$ cat src/rtl/nes_fb_pkg.sv
// rtl/nes_fb_pkg.sv - shared constants, FSM state type and word-address helper for the NES frame-buffer writer
package nes_fb_pkg;
  localparam int FB_WIDTH     = 256;
  localparam int FB_HEIGHT    = 240;
  localparam int PIX_PER_WORD = 8;

  localparam int COLOR_W     = 6;
  localparam int LANE_SEL_W  = 3;
  localparam int ROW_W       = 8;
  localparam int COL_WORD_W  = 5;
  localparam int WORD_ADDR_W = 1 + ROW_W + COL_WORD_W;

  typedef enum logic [1:0] {
    WAIT_SOF = 2'd0,
    CAPTURE  = 2'd1,
    DONE     = 2'd2
  } fb_wr_state_t;

  function automatic logic [WORD_ADDR_W-1:0] fb_word_addr(input logic bank,
                                                          input logic [ROW_W-1:0] row,
                                                          input logic [COL_WORD_W-1:0] col_word);
    return {bank, row, col_word};
  endfunction
endpackage

$ cat src/rtl/nes_fb_lane_packer.sv
// rtl/nes_fb_lane_packer.sv - gathers eight pixels into one RAM word and issues registered word writes
module nes_fb_lane_packer
  import nes_fb_pkg::*;
#(
  parameter int ADDR_WIDTH = 18,
  parameter int LANE_WIDTH = 8,
  parameter int NB_LANES   = 9
) (
  input  logic                           clk,
  input  logic                           rst_n,
  input  logic                           accept,
  input  logic [WORD_ADDR_W-1:0]         word_addr,
  input  logic [LANE_SEL_W-1:0]          lane,
  input  logic [COLOR_W-1:0]             color,
  input  logic                           drain,
  output logic                           pend_valid,
  output logic                           gap,
  output logic [NB_LANES-1:0]            ram_we,
  output logic [ADDR_WIDTH-1:0]          ram_addr,
  output logic [NB_LANES*LANE_WIDTH-1:0] ram_di
);
  logic [PIX_PER_WORD-1:0]            mask, mask_n, flush_mask;
  logic [PIX_PER_WORD*LANE_WIDTH-1:0] data, data_n, flush_data;
  logic [WORD_ADDR_W-1:0]             pend_addr, addr_n, flush_addr;
  logic                               flush;

  always_comb begin
    pend_valid = |mask;
    gap        = accept && pend_valid && (word_addr != pend_addr);
    flush      = 1'b0;
    flush_mask = mask;
    flush_data = data;
    flush_addr = pend_addr;
    mask_n     = mask;
    data_n     = data;
    addr_n     = pend_addr;
    if (accept) begin
      // A discontinuity retires the old word while the new pixel opens a fresh one.
      if (gap || !pend_valid) begin
        flush  = gap;
        mask_n = '0;
        data_n = '0;
      end
      mask_n[lane] = 1'b1;
      data_n[lane*LANE_WIDTH +: LANE_WIDTH] = LANE_WIDTH'(color);
      addr_n = word_addr;
      if (!gap && lane == LANE_SEL_W'(PIX_PER_WORD-1)) begin
        flush      = 1'b1;
        flush_mask = mask_n;
        flush_data = data_n;
        flush_addr = word_addr;
        mask_n     = '0;
      end
    end else if (drain && pend_valid) begin
      flush  = 1'b1;
      mask_n = '0;
    end
  end

  always_ff @(posedge clk or negedge rst_n) begin
    if (!rst_n) begin
      mask      <= '0;
      data      <= '0;
      pend_addr <= '0;
      ram_we    <= '0;
      ram_addr  <= '0;
      ram_di    <= '0;
    end else begin
      mask      <= mask_n;
      data      <= data_n;
      pend_addr <= addr_n;
      ram_we    <= flush ? NB_LANES'(flush_mask) : '0;
      if (flush) begin
        ram_addr <= ADDR_WIDTH'(flush_addr);
        ram_di   <= (NB_LANES*LANE_WIDTH)'(flush_data);
      end
    end
  end
endmodule

$ cat src/rtl/nes_fb_writer.sv
// rtl/nes_fb_writer.sv - captures one visible NES frame into a word-wide frame-buffer RAM
// Optional double buffering via macro NES_FB_DOUBLE_BUFFER_EN.
module nes_fb_writer
  import nes_fb_pkg::*;
#(
  parameter int ADDR_WIDTH = 18,
  parameter int LANE_WIDTH = 8,
  parameter int NB_LANES   = 9
) (
  input  logic                           clk,
  input  logic                           rst_n,
  input  logic                           capture_en,
  input  logic                           pix_valid,
  input  logic [5:0]                     pix_color,
  input  logic [8:0]                     pix_scanline,
  input  logic [8:0]                     pix_cycle,
  output logic [NB_LANES-1:0]            ram_we,
  output logic [ADDR_WIDTH-1:0]          ram_addr,
  output logic [NB_LANES*LANE_WIDTH-1:0] ram_di,
  output logic                           frame_done,
  output logic                           front_bank,
  output logic [15:0]                    gap_count
);
  fb_wr_state_t state, state_n;
  logic visible, at_sof, at_last, accept, drain, pend_valid, gap;
  logic done_wait, done_now, bank;

  assign visible = pix_valid && (pix_scanline <= 9'(FB_HEIGHT-1)) && (pix_cycle <= 9'(FB_WIDTH-1));
  assign at_sof  = visible && (pix_scanline == 9'd0) && (pix_cycle == 9'd0);
  assign at_last = visible && (pix_scanline == 9'(FB_HEIGHT-1)) && (pix_cycle == 9'(FB_WIDTH-1));
  assign drain   = (state == DONE);
  // Last write is either the final pixel's flush or, if a partial word remains, the drain one cycle later.
  assign done_now = (drain && !pend_valid) || done_wait;

  always_comb begin
    state_n = state;
    accept  = 1'b0;
    case (state)
      WAIT_SOF: if (at_sof && capture_en) begin
        accept  = 1'b1;
        state_n = CAPTURE;
      end
      CAPTURE: if (visible) begin
        accept = 1'b1;
        if (at_last) state_n = DONE;
      end
      DONE:    state_n = WAIT_SOF;
      default: state_n = WAIT_SOF;
    endcase
  end

  always_ff @(posedge clk or negedge rst_n) begin
    if (!rst_n) begin
      state      <= WAIT_SOF;
      done_wait  <= 1'b0;
      frame_done <= 1'b0;
      gap_count  <= '0;
    end else begin
      state      <= state_n;
      done_wait  <= drain && pend_valid;
      frame_done <= done_now;
      if (gap && gap_count != 16'hFFFF) gap_count <= gap_count + 16'd1;
    end
  end

`ifdef NES_FB_DOUBLE_BUFFER_EN
  always_ff @(posedge clk or negedge rst_n) begin
    if (!rst_n) begin
      bank       <= 1'b0;
      front_bank <= 1'b0;
    end else if (done_now) begin
      bank       <= ~bank;
      front_bank <= bank;
    end
  end
`else
  assign bank       = 1'b0;
  assign front_bank = 1'b0;
`endif

  nes_fb_lane_packer #(
    .ADDR_WIDTH(ADDR_WIDTH),
    .LANE_WIDTH(LANE_WIDTH),
    .NB_LANES  (NB_LANES)
  ) u_packer (
    .clk       (clk),
    .rst_n     (rst_n),
    .accept    (accept),
    .word_addr (fb_word_addr(bank, pix_scanline[7:0], pix_cycle[7:3])),
    .lane      (pix_cycle[2:0]),
    .color     (pix_color),
    .drain     (drain),
    .pend_valid(pend_valid),
    .gap       (gap),
    .ram_we    (ram_we),
    .ram_addr  (ram_addr),
    .ram_di    (ram_di)
  );
endmodule

$ cat config.mk
export PLATFORM = sky130hd
export DESIGN_NAME = nes_fb_writer
export DESIGN_NICKNAME = d
export VERILOG_FILES = /design/src/rtl/nes_fb_pkg.sv /design/src/rtl/nes_fb_lane_packer.sv /design/src/rtl/nes_fb_writer.sv
export SDC_FILE = /design/constraint.sdc
export NUM_CORES = 1
export LEC_CHECK = 0
export BUFFER_PORTS_ARGS = -buffer_cell sky130_fd_sc_hd__buf_4
export CAP_MARGIN = 20
export CORE_MARGIN = 2
export CORE_UTILIZATION = 55
export CTS_CLUSTER_DIAMETER = 120
export CTS_CLUSTER_SIZE = 30
export DETAILED_ROUTE_END_ITERATION = 16
export PLACE_DENSITY = 0.78
export SLEW_MARGIN = 20
export SYNTH_ARGS = -nofsm -noshare
export SYNTH_HDL_FRONTEND = slang
export SYNTH_HIERARCHICAL = 1
export SYNTH_SLANG_ARGS = --single-unit
$ cat constraint.sdc
create_clock -name clk -period 5.3 [get_ports clk]
set_input_delay 0 -clock clk [delete_from_list [all_inputs] [get_ports clk]]
set_output_delay 0 -clock clk [all_outputs]
set_load 0.005 [all_outputs]
==> run metrics <==
status finished, final reports clean; total power 2.93 mW; Buf+Inv Stages, Crit Path 6; Reg clk slew, reported paths 70 ps; cell taking the most area after synthesis dfrtp_1; final worst slack 1580 ps; CP Cell Sequence dlygate4sd3_1 > buf_4 > nor4_1 > nand2_1 > nor2_1 > o21a_1 > buf_4 > inv_2 > a21oi_1 > buf_4 > nand2_1 > inv_2 > and4_1 > o311ai_1 > nor3_1 > xor2_1; CTS Buf Count 17; vias 7139; Placement Rows 46; routed wire length 22900 um; n_diodes 0; register area share after synthesis 55.1%; worst r2r path cells 8; Layout Area Growth over Synthesis 22.7%; DRC 0; GR Util All Layers 28.3%; RSZ-0062 raised after global routing no; Die Span X about 130 um; Filler Cell Count 1249; Distinct cells, synth 64; largest net degree at the start of global routing 84; clk sinks 192; final RePlAce weighted congestion 0.874; dpl hpwl 15100 um; CP arrival 4080 ps; Yosys top cell area share a little under three fifths; Avg Vias per Cell 5.86; reg2reg end u_packer/ram_di[63]; crit-path max cell delay approximately 540 ps; Max Clock Skew roughly 8.0 ps; mapped cell area 8720 sq um; synth warn 6; GRT Residual Overflow 0; number of I/O pins 145; area of the multi-input gates 3640 sq um; layout cell share with drive strength beyond 1 a little over a fifth; PostCTS Resize Cnt 0; H-tree Lvls 4; Wirelength per Cell around 19 um; Post-DRT Antenna Nets 0; EDFF count, synth 0; Slew HR between 20% and 30%; initial core utilization 55.5%; FFs w/ async S/R, synth 100%; core area 15700 sq um; syn_area_per_cell 10.3 sq um; Post-CTS Setup Bufs 0; Worst VDD drop ~0.24 mV; maximum clock path buffer count 2; critical path startpoint pix_scanline[5]; pre-CTS setup slack about 1700 ps; Crit Path Max Fanout 33; Crit path required time between 5000 and 6000 ps; CTS tree built; crit end category flop; Clock Latency Late Sink 440 ps; fin crit share 70.2%; Static Leak 5.15 nW; Worst R2R Setup Slack ~1600 ps; Final TNS setup 0 ps; Max-cap violations 0; synth top area cells dfrtp_1 55%, nand2_1 4.3%, o21ai_0 4.0%, a21oi_1 3.9%, nor2_1 3.2%; Non-Filler Instances 1219; Tmin final 3720 ps; cells after synthesis 847; I/O Buffers 130; Top FF cell, synth dfrtp_1; most used cell along the critical path buf_4; global-route wire length before repair 36800 um; fmax 269 MHz; root buffer cell clkbuf_16; Setup CP Type input port to flop; Power Density approximately 270 nW/um^2; Slew Limit Fails 0; DIE AREA 16900 sq um; crit path launch type input port; placed cells around 1200; #FFs+latches synth approximately 190; initial antenna violation count 0; vias in the first global route 7054; delay-heaviest family, CP buffers and inverters; Hold Crit Class input port to asynchronous set/reset pin; final setup fails 0; FF+latch area ~4800 sq um; crit path max-delay cell type dlygate4sd3_1; Die Y approximately 130 um; worst slew pin tran ~1100 ps; Hold Vio Cnt, Final 0; R2R Path Start u_packer/mask[0]; drt first pass iters 5; Hold Slack 9.77 ps; initial DRC count 699; final net count 1022
==> synth_stat cells, drive strengths merged, types with 2 or more instances <==
master   instances
and4             5
nor4            12
clkbuf          21
a31o             3
a31oi           14
a32oi            4
a22o            14
nor3            12
nor2            75
a21oi           70
or3              2
a221oi           2
xor2            21
o31ai            5
nand2           99
inv             13
mux2            15
nor2b            2
buf             34
o21ai           73
mux2i           14
ha               4
conb             2
xnor2            3
nand3           30
a32o             5
a2bb2oi          6
and2            23
a22oi            5
dfrtp          192
o2bb2ai         16
a21o             2
o21a            16
nand4           11
and3             7
a41oi            5
==> state kept, by name, summed over array words and instances, names as in the netlist <==
register and flops:
frame_done 1, u_packer/ram_di 64, u_packer/ram_addr 14, state 2
gap_count 16, u_packer/pend_addr 14, u_packer/ram_we 8, u_packer/data 64
done_wait 1, u_packer/mask 8
==> metrics by stage <==
step                instance area, sq um  util (%)
finish                             10700      68.1
detailed placement                  9810      62.4
floorplan                           8780         -
global route                       10700      68.1
global placement                    9810      62.4
CTS                                10700      68.1
==> power by group <==
part | switching [mW] | internal [mW]
clock network | 0.592 | 0.759
registers | 0.0000130 | 1.46
logic | 0.0811 | 0.0377
total | 0.673 | 2.26
==> worst register-to-register path, stage by stage (launching register included) <==
cell and delay [ps]:
dfrtp_1 410, nor4_2 360, and2_2 430, inv_2 200
a31oi_2 930, o21ai_4 480, buf_4 380, and2_1 180
a22o_1 170
==> what timing repair did <==
item	CTS	global route
hold buffers	26	0
setup endpoints to repair	0	0
hold endpoints to repair	78	0
==> per-layer routing <==
| metal | global-route usage [%] | part of all wire [%] | up-vias |
|---|---|---|---|
| li1 | - | - | 3277 |
| met1 | 38.8 | 43 | 3477 |
| met2 | 43.0 | 47 | 318 |
| met3 | 6.77 | 7.6 | 67 |
| met4 | 13.0 | 3.0 | 0 |
| met5 | 0 | 0 | - |
==> cells by family (layout without fill, tap and decap cells) <==
kind of cell	after synthesis	after routing	synth area share [%]
AO/OA/AOI/OAI	246	246	18.6
XOR/XNOR	24	24	2.41
adder cells (fa/ha/maj)	4	4	0.574
buffers and inverters	68	209	4.02
flip-flops	192	192	55.1
multiplexers	29	29	3.54
other	2	17	0.0861
AND/OR/NAND/NOR	282	282	15.7
==> worst max path at each step <==
stage                     endpoint  slack, ps  depth (start not counted)
2_1_floorplan        gap_count[10]       2710                         14
3_3_place_gp   u_packer/ram_di[63]       1740                          8
3_5_place_dp   u_packer/ram_di[63]       1710                          8
4_1_cts        u_packer/ram_di[63]       1650                         13
5_1_grt              gap_count[10]       1160                         16
6_report             gap_count[10]       1580                         16
==> cells in the final DEF, fill, tap and decap left out, types with 7 or more instances in the layout <==
cell	instances
dlygate4sd3_1	26
inv_1	10
nand4_1	9
and3_1	7
mux2i_1	14
a21oi_1	68
nand3_1	29
nor2_1	75
a31oi_1	13
conb_1	17
and2_1	21
o21ai_0	70
a22o_1	14
dfrtp_1	192
buf_4	135
nor3_1	12
o21a_1	16
xor2_1	21
nand2_1	99
mux2_2	14
o2bb2ai_1	16
clkbuf_16	17
==> final cells by class <==
class | count | share of cell area, %
clock inverters | 15 | 1.86
flip-flops and latches | 192 | 44.9
repair buffers | 164 | 12.2
clock buffers | 17 | 3.98
inverters | 13 | 0.456
multi-input cells | 602 | 34.0
well taps | 216 | 2.53
Note: power is estimated with default switching activity, not from simulation.
